===== src/rtl/sdram_refr_ctrl_if.sv =====
// Refresh-engine bus: arbiter handshake, command/address toward the command mux, and status.
// master = refresh engine, slave = arbiter / command mux side.
interface sdram_refr_ctrl_if #(
    parameter int ADDR_W = 12,
    parameter int PEND_W = 3
) ();
    logic              refr_en;
    logic              refr_req;
    logic              refr_urgent;
    logic              refr_end;
    logic [3:0]        refr_cmd;
    logic [ADDR_W-1:0] refr_addr;
    logic [PEND_W-1:0] refr_pend;
    logic              refr_ovf;

    modport master (
        input  refr_en,
        output refr_req, refr_urgent, refr_end, refr_cmd, refr_addr, refr_pend, refr_ovf
    );

    modport slave (
        output refr_en,
        input  refr_req, refr_urgent, refr_end, refr_cmd, refr_addr, refr_pend, refr_ovf
    );
endinterface


===== src/rtl/sdram_refr_ctrl.sv =====
// SDRAM auto-refresh engine: interval credit generator with postponement queue,
// and a PRE-ALL + AREF_NUM x AREF sequencer run on arbiter grant.
//
// state    | meaning
// ---------+---------------------------------------------------------
// IDLE     | NOP; waits for refr_en while credits are pending
// PRE      | PRECHARGE-ALL issued this cycle
// WAIT_RP  | NOP for T_RP-1 cycles
// AREF     | AUTO-REFRESH issued this cycle
// WAIT_RFC | NOP for T_RFC-1 cycles, then next AREF or DONE
// DONE     | NOP, refr_end pulse, one credit consumed
module sdram_refr_ctrl #(
    parameter int REFR_INTERVAL = 750,
    parameter int T_RP          = 2,
    parameter int T_RFC         = 7,
    parameter int AREF_NUM      = 2,
    parameter int MAX_PEND      = 4,
    parameter int URG_THR       = 3,
    parameter int ADDR_W        = 12
) (
    input  logic          sys_clk,
    input  logic          sys_rst_n,
    sdram_refr_ctrl_if.master bus
);
    localparam int PEND_W = $clog2(MAX_PEND + 1);
    localparam int CNT_W  = (REFR_INTERVAL > 1) ? $clog2(REFR_INTERVAL) : 1;
    localparam int WT_MAX = (T_RP > T_RFC) ? T_RP : T_RFC;
    localparam int WT_W   = (WT_MAX > 1) ? $clog2(WT_MAX) : 1;
    localparam int AC_W   = (AREF_NUM > 1) ? $clog2(AREF_NUM) : 1;

    localparam logic [3:0] CMD_NOP  = 4'b0111;
    localparam logic [3:0] CMD_PRE  = 4'b0010;
    localparam logic [3:0] CMD_AREF = 4'b0001;

    localparam logic [CNT_W-1:0]  CNT_LAST = CNT_W'(REFR_INTERVAL - 1);
    localparam logic [WT_W-1:0]   RP_LOAD  = (T_RP > 1)  ? WT_W'(T_RP - 2)  : '0;
    localparam logic [WT_W-1:0]   RFC_LOAD = (T_RFC > 1) ? WT_W'(T_RFC - 2) : '0;
    localparam logic [AC_W-1:0]   AC_LAST  = AC_W'(AREF_NUM - 1);
    localparam logic [PEND_W-1:0] PEND_MAX = PEND_W'(MAX_PEND);
    localparam logic [PEND_W-1:0] PEND_URG = PEND_W'(URG_THR);

    typedef enum logic [2:0] {
        S_IDLE,
        S_PRE,
        S_WAIT_RP,
        S_AREF,
        S_WAIT_RFC,
        S_DONE
    } state_t;

    state_t            state, state_nxt;
    logic [WT_W-1:0]   wait_cnt, wait_nxt;
    logic [AC_W-1:0]   aref_cnt, aref_nxt;
    logic [3:0]        cmd_q, cmd_nxt;
    logic              end_q, end_nxt;
    logic [CNT_W-1:0]  cnt;
    logic [PEND_W-1:0] pend;
    logic              ovf;
    logic              tick;
    logic              done;

    assign tick = (cnt == CNT_LAST);
    assign done = (state == S_DONE);

    always_comb begin
        state_nxt = state;
        wait_nxt  = wait_cnt;
        aref_nxt  = aref_cnt;
        case (state)
            S_IDLE: begin
                aref_nxt = '0;
                if (bus.refr_en && (pend != '0))
                    state_nxt = S_PRE;
            end
            S_PRE: begin
                if (T_RP == 1) begin
                    state_nxt = S_AREF;
                end else begin
                    state_nxt = S_WAIT_RP;
                    wait_nxt  = RP_LOAD;
                end
            end
            S_WAIT_RP: begin
                if (wait_cnt == '0)
                    state_nxt = S_AREF;
                else
                    wait_nxt = wait_cnt - WT_W'(1);
            end
            S_AREF: begin
                if (T_RFC > 1) begin
                    state_nxt = S_WAIT_RFC;
                    wait_nxt  = RFC_LOAD;
                end else if (aref_cnt < AC_LAST) begin
                    state_nxt = S_AREF;
                    aref_nxt  = aref_cnt + AC_W'(1);
                end else begin
                    state_nxt = S_DONE;
                end
            end
            S_WAIT_RFC: begin
                if (wait_cnt != '0) begin
                    wait_nxt = wait_cnt - WT_W'(1);
                end else if (aref_cnt < AC_LAST) begin
                    state_nxt = S_AREF;
                    aref_nxt  = aref_cnt + AC_W'(1);
                end else begin
                    state_nxt = S_DONE;
                end
            end
            S_DONE:  state_nxt = S_IDLE;
            default: state_nxt = S_IDLE;
        endcase
    end

    // Command and end pulse are registered from the next state so they line up with state occupancy.
    always_comb begin
        cmd_nxt = CMD_NOP;
        if (state_nxt == S_PRE)
            cmd_nxt = CMD_PRE;
        else if (state_nxt == S_AREF)
            cmd_nxt = CMD_AREF;
        end_nxt = (state_nxt == S_DONE);
    end

    always_ff @(posedge sys_clk or negedge sys_rst_n) begin
        if (!sys_rst_n) begin
            state    <= S_IDLE;
            wait_cnt <= '0;
            aref_cnt <= '0;
            cmd_q    <= CMD_NOP;
            end_q    <= 1'b0;
        end else begin
            state    <= state_nxt;
            wait_cnt <= wait_nxt;
            aref_cnt <= aref_nxt;
            cmd_q    <= cmd_nxt;
            end_q    <= end_nxt;
        end
    end

    always_ff @(posedge sys_clk or negedge sys_rst_n) begin
        if (!sys_rst_n)
            cnt <= '0;
        else if (tick)
            cnt <= '0;
        else
            cnt <= cnt + CNT_W'(1);
    end

    // A credit arriving in the same cycle as a completion cancels out.
    always_ff @(posedge sys_clk or negedge sys_rst_n) begin
        if (!sys_rst_n) begin
            pend <= '0;
            ovf  <= 1'b0;
        end else if (tick && !done) begin
            if (pend == PEND_MAX)
                ovf <= 1'b1;
            else
                pend <= pend + PEND_W'(1);
        end else if (done && !tick) begin
            pend <= pend - PEND_W'(1);
        end
    end

    assign bus.refr_cmd    = cmd_q;
    assign bus.refr_end    = end_q;
    assign bus.refr_req    = (state == S_IDLE) && (pend != '0);
    assign bus.refr_urgent = (pend >= PEND_URG);
    assign bus.refr_pend   = pend;
    assign bus.refr_ovf    = ovf;
    assign bus.refr_addr   = ADDR_W'(11'h400);
endmodule


===== src/flat_wrapper.sv =====
// flat-port wrapper written by rule: the top's interface ports become plain ports
module sdram_refr_ctrl_flat 
#(
    parameter int REFR_INTERVAL = 750,
    parameter int T_RP          = 2,
    parameter int T_RFC         = 7,
    parameter int AREF_NUM      = 2,
    parameter int MAX_PEND      = 4,
    parameter int URG_THR       = 3,
    parameter int ADDR_W        = 12
)
  (sys_clk, sys_rst_n, bus_refr_en, bus_refr_req, bus_refr_urgent, bus_refr_end, bus_refr_cmd, bus_refr_addr, bus_refr_pend, bus_refr_ovf);
  sdram_refr_ctrl_if #(.ADDR_W(ADDR_W), .PEND_W(3)) bus_i ();
  input  logic sys_clk;
  input  logic sys_rst_n;
  input wire logic [$bits(bus_i.refr_en)-1:0] bus_refr_en;
  output wire logic [$bits(bus_i.refr_req)-1:0] bus_refr_req;
  output wire logic [$bits(bus_i.refr_urgent)-1:0] bus_refr_urgent;
  output wire logic [$bits(bus_i.refr_end)-1:0] bus_refr_end;
  output wire logic [$bits(bus_i.refr_cmd)-1:0] bus_refr_cmd;
  output wire logic [$bits(bus_i.refr_addr)-1:0] bus_refr_addr;
  output wire logic [$bits(bus_i.refr_pend)-1:0] bus_refr_pend;
  output wire logic [$bits(bus_i.refr_ovf)-1:0] bus_refr_ovf;
  assign bus_i.refr_en = bus_refr_en;
  assign bus_refr_req = bus_i.refr_req;
  assign bus_refr_urgent = bus_i.refr_urgent;
  assign bus_refr_end = bus_i.refr_end;
  assign bus_refr_cmd = bus_i.refr_cmd;
  assign bus_refr_addr = bus_i.refr_addr;
  assign bus_refr_pend = bus_i.refr_pend;
  assign bus_refr_ovf = bus_i.refr_ovf;
  sdram_refr_ctrl #(.REFR_INTERVAL(REFR_INTERVAL), .T_RP(T_RP), .T_RFC(T_RFC), .AREF_NUM(AREF_NUM), .MAX_PEND(MAX_PEND), .URG_THR(URG_THR), .ADDR_W(ADDR_W)) u_core (.sys_clk(sys_clk), .sys_rst_n(sys_rst_n), .bus(bus_i));
endmodule

===== config.mk =====
export PLATFORM = sky130hd
export DESIGN_NAME = sdram_refr_ctrl_flat
export DESIGN_NICKNAME = d
export VERILOG_FILES = /design/src/rtl/sdram_refr_ctrl_if.sv /design/src/rtl/sdram_refr_ctrl.sv /design/src/flat_wrapper.sv
export SDC_FILE = /design/constraint.sdc
export NUM_CORES = 1
export LEC_CHECK = 0
export CAP_MARGIN = 20
export CORE_MARGIN = 2
export CORE_UTILIZATION = 52
export DETAILED_ROUTE_END_ITERATION = 10
export MAX_ROUTING_LAYER = met4
export PLACE_DENSITY = 0.79
export SYNTH_ARGS = -nofsm -noshare
export SYNTH_HDL_FRONTEND = slang
export SYNTH_SLANG_ARGS = --single-unit

===== constraint.sdc =====
create_clock -name sys_clk -period 2.8 [get_ports sys_clk]
set_clock_uncertainty 0.1 [all_clocks]
set_input_delay 0.56 -clock sys_clk [delete_from_list [all_inputs] [get_ports sys_clk]]
set_output_delay 0.56 -clock sys_clk [all_outputs]
set_load 0.005 [all_outputs]

==> qor.csv, run 1 <==
stage;metric;value;unit
yosys;muxShareOfSynthArea;1.33;%
sta;period_minus_slack;2630;ps
grt;grt_usage;17.8;%
drt;drc;0;
sta;worstMarginPinSlew;539;ps
power_and_ir_drop;power.share.clock;12.5;%
yosys;ys_async_sr_fraction;100;%
critical_path;cp-endpoint;bus_refr_req;
yosys;synth-seq-cells;25;
grt;gr-total-overflow;0;
drt;routed_via_density;5.76;
sta;holdWs;389;ps
yosys;netlist_area;1510;sq um
yosys;synth_compound_area_share;16.4;%
clock_network;ctsResizeCount;0;
place;dpl_cell_area;1580;sq um
power_and_ir_drop;seqPwrFrac;45.1;%
clock_network;insertion_delay;310;ps
sta;relSlewSlack;64.0;%
yosys;synth-warning-count;0;
sta;timing.final.crit_share;93.9;%
floorplan;dieArea;3350;sq um
drt;routed_wirelength;2800;microns
floorplan;ioPinCount;26;
final_layout;fin_cells;199;
clock_network;cts_tree;done;
final_layout;fin_area;1610;sq um
grt;grt_start_max_net_pins;26;
critical_path;cp_slowest_cell;dfrtp_1;
place;place.gp.congestion;0.812;
critical_path;reg2reg_slack;380;ps
floorplan;rows;19;
grt;grt_pass1_wl;4550;microns
drt;firstDrtPassIters;4;
place;dp.cells;195;
floorplan;die_y;57.9;microns
final_layout;final_cell_mix;22 x dfrtp_1, 16 x nor2_1, 13 x conb_1, 12 x clkdlybuf4s50_1;
place;hpwlAfterDp;2040;microns
critical_path;r2r-start;u_core.cnt[1]$_DFF_PN0_;
yosys;synth_edf_count;0;
drt;first_iter_violations;29;
yosys;synth_top_family_by_area;simple AND/OR/NAND/NOR gates;
power_and_ir_drop;intPower;0.779;mW
grt;grt_pass1_vias;1087;
sta;setup_viol;0;
power_and_ir_drop;power_frac_comb;42.4;%
critical_path;cp_data_arrival_time;1970;ps
clock_network;htree_levels;1;
final_layout;fin_nets;177;
floorplan;die_w;57.9;microns
drt;vias;1146;
floorplan;core_area;2760;sq um
critical_path;cpPeakStageDelay;560;ps
critical_path;rr_endpoint;u_core.bus.refr_pend[2]$_DFFE_PN0P_;
final_layout;drive_gt1_share;6.55;%
drt;postRouteAntennaNets;0;
sta;maxSlewViolCount;0;
power_and_ir_drop;pwr_density_cell;802;nW/um^2
clock_network;cts_setup_buffers;0;
critical_path;crit_path_start_kind;register;
power_and_ir_drop;ir_drop;0.613;mV
clock_network;cts_buffer_depth;2;
final_layout;area_growth;6.38;%
yosys;ys.flop_type;dfrtp_1;
sta;hold_viol_final;0;
floorplan;start_util;54.8;%
clock_network;cts_root_buf;clkbuf_4;
final_layout;layout_commonest_cell;dfrtp_1;
outcome;status;finished clean;
final_layout;fin_util;58.3;%
grt;antenna_found_initial;0;
flow_run;cap_violations;0;
critical_path;crit_fanout;13;
critical_path;end_kind;output pin;
sta;setup_tns;0;ps
yosys;synthSimpleGateAreaFrac;19.5;%
yosys;ys_seq_area_share;41.7;%
power_and_ir_drop;p_leak;0.738;nW
yosys;synthXorXnorAreaFrac;4.64;%
critical_path;crit_required;2140;ps
place;port_buffers;12;
critical_path;crit_type;register to output pin;
yosys;synthAdderAreaFrac;4.64;%
critical_path;cp-startpoint;u_core.state[0]$_DFF_PN0_;
clock_network;clock_sinks;25;
yosys;synthCells;160;
power_and_ir_drop;power.net_switching;0.510;mW
yosys;syn-mean-instance-area;9.44;sq um
sta;max_freq;380;MHz
clock_network;hold_buffers;0;
clock_network;clk_pin_slew;130;ps
final_layout;antennaDiodeCount;0;
clock_network;cts_buffers;3;
critical_path;r2r.worst_path.cells;10;
critical_path;crit_chain;nor2_2 > o311a_1 > clkdlybuf4s50_1;
drt;wl_per_cell;14.1;microns
yosys;synth_cell_types;47;
hold_path;hold_path_class;register to register;
power_and_ir_drop;switching_share;39.6;%
sta;rsz0062_at_grt;no;
-- per-stage QoR --
step	power [mW]	worst slack (ps)
2_1_floorplan	0.959	598
3_3_place_gp	1.09	543
3_5_place_dp	1.13	413
4_1_cts	1.29	192
5_1_grt	1.38	121
6_report	1.29	171
-- how the worst min path moves through the flow --
| stage | startpoint | to | slack (ps) | cells after the start |
|---|---|---|---|---|
| 4_1_cts | u_core.bus.refr_ovf$_DFFE_PN0P_ | u_core.bus.refr_ovf$_DFFE_PN0P_ | 390 | 1 |
| 2_1_floorplan | sys_rst_n | u_core.aref_cnt$_DFFE_PN0P_ | 160 | 0 |
| 3_5_place_dp | u_core.bus.refr_ovf$_DFFE_PN0P_ | u_core.bus.refr_ovf$_DFFE_PN0P_ | 360 | 1 |
| 6_report | u_core.bus.refr_ovf$_DFFE_PN0P_ | u_core.bus.refr_ovf$_DFFE_PN0P_ | 390 | 1 |
| 3_3_place_gp | u_core.bus.refr_ovf$_DFFE_PN0P_ | u_core.bus.refr_ovf$_DFFE_PN0P_ | 350 | 1 |
| 5_1_grt | u_core.bus.refr_ovf$_DFFE_PN0P_ | u_core.bus.refr_ovf$_DFFE_PN0P_ | 400 | 1 |
-- cells in the mapped netlist, types with 2 or more instances --
cell      number  area (sq um)
dfrtp_1       22           551
nor2_1        16          60.1
buf_4         13          97.6
nand2_1        9          33.8
o21ai_0        9          45.0
inv_1          7          26.3
xor2_1         7          61.3
a21oi_1        4          20.0
clkbuf_1       4          15.0
ha_1           4          50.1
nand2b_1       4          25.0
nand3_1        4          20.0
a21o_1         3          22.5
and2_1         3          18.8
and3_1         3          18.8
dfstp_2        3          78.8
nand4_1        3          18.8
nor2b_1        3          18.8
nor3_1         3          15.0
a222oi_1       2          20.0
a22oi_1        2          15.0
buf_2          2          10.0
buf_6          2          22.5
conb_1         2          7.51
mux2i_1        2          20.0
o31a_1         2          17.5
o31ai_1        2          15.0
-- state kept, by name, indices dropped and copies added, names as in the netlist --
| register | count |
|---|---|
| u_core.aref_cnt | 1 |
| u_core.bus.refr_cmd | 3 |
| u_core.bus.refr_end | 1 |
| u_core.bus.refr_ovf | 1 |
| u_core.bus.refr_pend | 3 |
| u_core.cnt | 10 |
| u_core.state | 3 |
| u_core.wait_cnt | 3 |
-- power groups by stage --
stage	clock network (mW)	registers, mW	logic (mW)
2_1_floorplan	0	0.513	0.446
3_3_place_gp	0	0.574	0.515
3_5_place_dp	0	0.584	0.543
4_1_cts	0.170	0.577	0.546
5_1_grt	0.183	0.594	0.599
6_report	0.161	0.581	0.546
-- final cells by class --
cell class	instances	area (sq um)
Fill cell	235	1150
Multi-Input combinational cell	118	751
Sequential cell	25	629
Timing Repair Buffer	14	135
Tap cell	31	38.8
Clock buffer	4	26.3
Inverter	7	26.3
-- layer usage --
layer | vias up | track usage (%) | part of all wire [%]
met5 | - | - | 0
met1 | 553 | 21.5 | 43
li1 | 551 | - | -
met3 | 4 | 2.68 | 5.0
met2 | 38 | 30.4 | 51
met4 | 0 | 6.31 | 1.0
-- cell families (layout without fill, tap and decap cells) --
| kind of cell | count (synthesis) | after routing |
|---|---|---|
| AO/OA/AOI/OAI | 34 | 34 |
| XOR/XNOR | 8 | 8 |
| adder cells (fa/ha/maj) | 5 | 5 |
| buffers and inverters | 28 | 25 |
| flip-flops | 25 | 25 |
| multiplexers | 2 | 2 |
| other | 2 | 13 |
| AND/OR/NAND/NOR | 56 | 56 |
-- worst max-delay path, delay by kind of cell (launching register included) --
family	cells	cell delay, ps
and+or+nand+nor	1	320
DFF	1	560
AOI/OAI and AO/OA	1	270
buffers and inverters	1	520
Power figures use the tool's default switching activity.
==> run 2, diff against run 1 <==
- CORE_ASPECT_RATIO: default -> 0.7
==> run 2 against run 1 <==
  * Combinational power grew 2%
  * First-iteration DRC count grew to 2.9 times the previous value
  * Non-clock buffer count unchanged
  * Utilization up 0.38 points
  * Maximum frequency grew 2.4%
  * Die area increased by 0.21%
  * Total power grew 4.5%
  * Via count decreased by 2.1%
  * Clock-buffer cell count is the same
  * Global-route usage is 1.8 points higher
  * Clock power increased by 29%
  * Critical path type unchanged
  * Highest routed layer unchanged
==> qor.csv, run 2 (synthesis results as in run 1) <==
stage;metric;value;unit;change
critical_path;crit_required;2140;ps;about the same
drt;vias;1122;;-2.1%
drt;routed_wirelength;2820;microns;+0.53%
final_layout;fin_util;58.6;%;+0.38 points
final_layout;drive_gt1_share;6.55;%;unchanged
final_layout;ff_latch_area;629;sq um;unchanged
critical_path;crit_type;register to output pin;;
clock_network;insertion_delay;260;ps;-50 ps
sta;rsz0062_at_grt;no;;
floorplan;die_w;68.4;microns;+18%
final_layout;layout_commonest_cell;dfrtp_1;;
grt;grt_pass1_vias;1070;;-1.6%
final_layout;largest_register_ffs;10;;unchanged
critical_path;cp_data_arrival_time;1910;ps;-60 ps
power_and_ir_drop;pwr_density_cell;825;nW/um^2;+2.9%
floorplan;ioPinCount;26;;unchanged
critical_path;reg2reg_slack;470;ps;+90 ps
critical_path;cp-startpoint;u_core.state[0]$_DFF_PN0_;;
hold_path;hold_path_class;register to register;;
critical_path;cp-endpoint;bus_refr_req;;
power_and_ir_drop;ir_drop;0.485;mV;-21%
drt;firstDrtPassIters;5;;+1
sta;worstMarginPinSlew;535;ps;-4.20 ps
clock_network;cts_setup_buffers;0;;unchanged
sta;hold_viol_final;0;;unchanged
drt;first_iter_violations;85;;+190%
clock_network;clock_sinks;25;;unchanged
clock_network;cts_root_buf;clkbuf_8;;
critical_path;crit_path_start_kind;register;;
floorplan;dieArea;3360;sq um;+0.21%
clock_network;cts_tree;done;;
grt;gr-total-overflow;0;;unchanged
drt;postRouteAntennaNets;0;;unchanged
critical_path;r2r.worst_path.cells;10;;unchanged
power_and_ir_drop;p_leak;0.746;nW;+1.1%
sta;setup_tns;0;ps;unchanged
flow_run;cap_violations;0;;unchanged
clock_network;ctsResizeCount;0;;unchanged
place;port_buffers;12;;unchanged
critical_path;rr_endpoint;u_core.bus.refr_pend[2]$_DFFE_PN0P_;;
grt;grt_usage;19.6;%;+1.8 points
floorplan;start_util;54.3;%;-0.49 points
clock_network;cts_buffers;3;;unchanged
critical_path;crit_fanout;13;;unchanged
final_layout;fin_nets;177;;unchanged
final_layout;area_growth;8.04;%;
place;place.gp.congestion;0.911;;+12%
final_layout;antennaDiodeCount;0;;unchanged
final_layout;top_register;u_core.cnt;;
sta;relSlewSlack;64.3;%;+0.28 points
floorplan;die_y;49.1;microns;-15%
clock_network;htree_levels;1;;unchanged
critical_path;r2r-start;u_core.cnt[1]$_DFF_PN0_;;
clock_network;hold_buffers;0;;unchanged
floorplan;rows;16;;-3
sta;maxSlewViolCount;0;;unchanged
final_layout;multiInputGateArea;751;sq um;unchanged
sta;holdWs;373;ps;-16.3 ps
outcome;status;finished clean;;
drt;drc;0;;unchanged
place;hpwlAfterDp;2040;microns;-0.15%
final_layout;fillCellCount;247;;+5.1%
critical_path;end_kind;output pin;;
clock_network;cts_buffer_depth;2;;unchanged
grt;antenna_found_initial;0;;unchanged
grt;grt_start_max_net_pins;26;;unchanged
grt;grt_pass1_wl;4910;microns;+7.9%
sta;setup_viol;0;;unchanged
sta;timing.final.crit_share;91.7;%;-2.2 points
drt;routed_via_density;5.50;;-4.5%
sta;period_minus_slack;2570;ps;-60.8 ps
drt;wl_per_cell;13.8;microns;-1.9%
sta;max_freq;389;MHz;+2.4%
clock_network;clk_pin_slew;80;ps;-50 ps
final_layout;final_cell_mix;22 x dfrtp_1, 16 x nor2_1, 13 x conb_1, 12 x clkdlybuf4s50_1;;
floorplan;core_area;2780;sq um;+0.91%
==> run 2: cell counts in the layout (fill, tap and decap cells not counted) <==
No cell type changed its count.
==> run 2: critical path, cell delays in order (launching register included) <==
cell and delay (ps):
dfrtp_1 540, nor2_2 300, o311a_1 280, clkdlybuf4s50_1 520
==> run 2: routing by layer <==
metal  global-route usage (%)  vias to the layer above  part of all wire, %
met5                        -                        -                    0
met4                     3.33                        0                 0.43
met3                     4.39                        2                  5.5
met2                     28.2                       43                   44
met1                     28.8                      529                   50
li1                         -                      548                    -
==> run 2: worst min-delay path by stage <==
stage / startpoint / to / cells after the start
floorplan: sys_rst_n / u_core.aref_cnt$_DFFE_PN0P_ / 0
global placement: u_core.bus.refr_ovf$_DFFE_PN0P_ / u_core.bus.refr_ovf$_DFFE_PN0P_ / 1
detailed placement: u_core.bus.refr_ovf$_DFFE_PN0P_ / u_core.bus.refr_ovf$_DFFE_PN0P_ / 1
CTS: u_core.bus.refr_ovf$_DFFE_PN0P_ / u_core.bus.refr_ovf$_DFFE_PN0P_ / 1
global route: u_core.bus.refr_ovf$_DFFE_PN0P_ / u_core.bus.refr_ovf$_DFFE_PN0P_ / 1
finish: u_core.bus.refr_ovf$_DFFE_PN0P_ / u_core.bus.refr_ovf$_DFFE_PN0P_ / 1
==> run 2: metrics by stage <==
stage          instances  total power [mW]  area, sq um  worst slack (ps)
2_1_floorplan        171             0.959         1550               598
3_3_place_gp         200              1.10         1590               551
3_5_place_dp         200              1.14         1590               473
4_1_cts              204              1.35         1630               239
5_1_grt              204              1.45         1630               151
6_report             204              1.35         1630               232
==> run 2: layout make-up <==
| cell class | instances | share of cell area [%] |
|---|---|---|
| multi-input cells | 118 | 46.0 |
| well taps | 36 | 2.76 |
| clock buffers | 4 | 2.76 |
| inverters | 7 | 1.61 |
| flip-flops and latches | 25 | 38.6 |
| repair buffers | 14 | 8.28 |
==> run 2: power breakdown <==
part / switching (mW) / total [mW] / internal [mW]
Sequential: 0.130 / 0.582 / 0.452
Combinational: 0.283 / 0.556 / 0.274
Clock: 0.106 / 0.208 / 0.102
==> run 3, diff against run 2 <==
--- a/config.mk
+++ b/config.mk
@@ -12,2 +12,3 @@
 export DETAILED_ROUTE_END_ITERATION = 10
+export GPL_ROUTABILITY_DRIVEN = 0
 export MAX_ROUTING_LAYER = met4
==> constraint.sdc (replaced) <==
create_clock -name sys_clk -period 2.8 [get_ports sys_clk]
set_clock_uncertainty 0.1 [all_clocks]
set_input_delay 0.42 -clock sys_clk [delete_from_list [all_inputs] [get_ports sys_clk]]
set_output_delay 0.42 -clock sys_clk [all_outputs]
set_load 0.005 [all_outputs]
==> run 3 against run 2 <==
  * Via count rose by 4.4%
  * Global-route usage rose by 0.82 points
  * Sequential power barely moved
  * Critical path depth did not move
  * Routed wire length rose by 5.0%
  * First-iteration DRC count fell by 25%
  * Non-clock buffer count did not move
  * Worst setup slack improved by 130 ps
  * Worst hold slack barely moved
==> qor.csv, run 3 (synthesis results as in run 1) <==
stage;metric;value;unit;change
critical_path;cp_data_arrival_time;1920;ps;about the same
hold_path;hold_path_class;register to register;;
power_and_ir_drop;pwr_density_cell;831;nW/um^2;+0.70%
sta;setup_tns;0;ps;unchanged
grt;grt_pass1_vias;1088;;+1.7%
final_layout;antennaDiodeCount;0;;unchanged
grt;grt_start_max_net_pins;26;;unchanged
critical_path;cp_slowest_cell;dfrtp_1;;
clock_network;cts_buffers;3;;unchanged
sta;holdWs;373;ps;+0.311 ps
final_layout;fin_nets;177;;unchanged
clock_network;cts_setup_buffers;0;;unchanged
final_layout;fin_util;58.6;%;unchanged
sta;maxSlewViolCount;0;;unchanged
hold_path;holdPathStages;1;;unchanged
final_layout;top_register;u_core.cnt;;
clock_network;clock_sinks;25;;unchanged
final_layout;multiInputGateArea;751;sq um;unchanged
final_layout;final_cell_mix;22 x dfrtp_1, 16 x nor2_1, 13 x conb_1, 12 x clkdlybuf4s50_1;;
floorplan;rows;16;;unchanged
drt;wl_per_cell;14.5;microns;+5.0%
floorplan;dieArea;3360;sq um;unchanged
critical_path;cpPeakStageDelay;530;ps;about the same
critical_path;end_kind;output pin;;
sta;relSlewSlack;65.7;%;+1.5 points
place;hpwlAfterDp;2110;microns;+3.5%
critical_path;crit_type;register to output pin;;
drt;drc;0;;unchanged
outcome;status;finished clean;;
grt;gr-total-overflow;0;;unchanged
critical_path;cp-startpoint;u_core.state[0]$_DFF_PN0_;;
drt;firstDrtPassIters;4;;-1
sta;hold_viol_final;0;;unchanged
clock_network;cts_tree;done;;
floorplan;start_util;54.3;%;unchanged
critical_path;path_delay_family;flip-flops;;
clock_network;hold_buffers;0;;unchanged
final_layout;layout_commonest_cell;dfrtp_1;;
critical_path;r2r-start;u_core.cnt[1]$_DFF_PN0_;;
clock_network;cts_buffer_depth;2;;unchanged
sta;rsz0062_at_grt;no;;
critical_path;crit_fanout;13;;unchanged
final_layout;fillCellCount;239;;-3.2%
drt;postRouteAntennaNets;0;;unchanged
drt;vias;1171;;+4.4%
power_and_ir_drop;ir_drop;0.520;mV;+7.2%
sta;setup_viol;0;;unchanged
drt;first_iter_violations;64;;-25%
floorplan;core_area;2780;sq um;unchanged
clock_network;htree_levels;1;;unchanged
critical_path;cp.depth;3;;unchanged
sta;worstMarginPinSlew;513;ps;-21.8 ps
place;port_buffers;12;;unchanged
drt;routed_wirelength;2960;microns;+5.0%
critical_path;reg2reg_slack;400;ps;-70 ps
critical_path;crit_buf_inv;1;;unchanged
sta;timing.final.crit_share;87.1;%;-4.6 points
final_layout;largest_register_ffs;10;;unchanged
critical_path;crit_path_start_kind;register;;
grt;grt_pass1_wl;4950;microns;+1.0%
final_layout;area_growth;8.04;%;unchanged
critical_path;r2r.worst_path.cells;10;;unchanged
power_and_ir_drop;total_power;1.36;mW;+0.70%
clock_network;clk_pin_slew;80;ps;about the same
critical_path;rr_endpoint;u_core.bus.refr_pend[2]$_DFFE_PN0P_;;
critical_path;crit_chain;nor2_2 > o311a_1 > clkdlybuf4s50_1;;
floorplan;die_w;68.4;microns;unchanged
clock_network;ctsResizeCount;0;;unchanged
sta;period_minus_slack;2440;ps;-129 ps
drt;routed_via_density;5.74;;+4.4%
final_layout;drive_gt1_share;6.55;%;unchanged
floorplan;ioPinCount;26;;unchanged
grt;grt_usage;20.4;%;+0.82 points
clock_network;cts_root_buf;clkbuf_8;;
critical_path;crit_required;2280;ps;+140 ps
flow_run;cap_violations;0;;unchanged
grt;antenna_found_initial;0;;unchanged
final_layout;ff_latch_area;629;sq um;unchanged
floorplan;die_y;49.1;microns;unchanged
clock_network;insertion_delay;270;ps;about the same
power_and_ir_drop;p_leak;0.746;nW;unchanged
sta;max_freq;410;MHz;+5.3%
critical_path;cp-endpoint;bus_refr_req;;
[run 3: cell counts in the layout (fill, tap and decap cells not counted)]
Identical to the previous run, type by type.
[run 3: power by group]
group | switching, mW | total (mW) | internal [mW]
Sequential | 0.131 | 0.582 | 0.452
Clock | 0.106 | 0.207 | 0.102
Combinational | 0.291 | 0.566 | 0.275
Total | 0.527 | 1.36 | 0.828
[run 3: worst min-delay path by stage]
| stage | slack, ps | to | from |
|---|---|---|---|
| 6_report | 370 | u_core.bus.refr_ovf$_DFFE_PN0P_ | u_core.bus.refr_ovf$_DFFE_PN0P_ |
| 5_1_grt | 430 | u_core.bus.refr_ovf$_DFFE_PN0P_ | u_core.bus.refr_ovf$_DFFE_PN0P_ |
| 4_1_cts | 380 | u_core.bus.refr_ovf$_DFFE_PN0P_ | u_core.bus.refr_ovf$_DFFE_PN0P_ |
| 3_5_place_dp | 360 | u_core.bus.refr_ovf$_DFFE_PN0P_ | u_core.bus.refr_ovf$_DFFE_PN0P_ |
| 3_3_place_gp | 360 | u_core.bus.refr_ovf$_DFFE_PN0P_ | u_core.bus.refr_ovf$_DFFE_PN0P_ |
| 2_1_floorplan | 20 | u_core.aref_cnt$_DFFE_PN0P_ | sys_rst_n |
[run 3: stage by stage]
step	instance area, sq um	worst slack, ps	cells
final	1630	361	204
after global routing	1630	227	204
after CTS	1630	366	204
after detailed placement	1590	408	200
after global placement	1590	551	200
after floorplan	1550	598	171
[run 3: routing by layer]
| layer | share of wire [%] | track usage, % | vias up | wire length [microns] |
|---|---|---|---|---|
| li1 | - | - | 548 | - |
| met1 | 45 | 26.1 | 559 | 1340 |
| met2 | 45 | 30.8 | 62 | 1340 |
| met3 | 8.0 | 5.77 | 2 | 236 |
| met4 | 1.4 | 7.33 | 0 | 40 |
| met5 | 0 | - | - | 0 |
[run 3: area by class of cell]
type,count,area share [%]
clock buffers,4,2.76
inverters,7,1.61
multi-input cells,118,46.0
flip-flops and latches,25,38.6
well taps,36,2.76
repair buffers,14,8.28
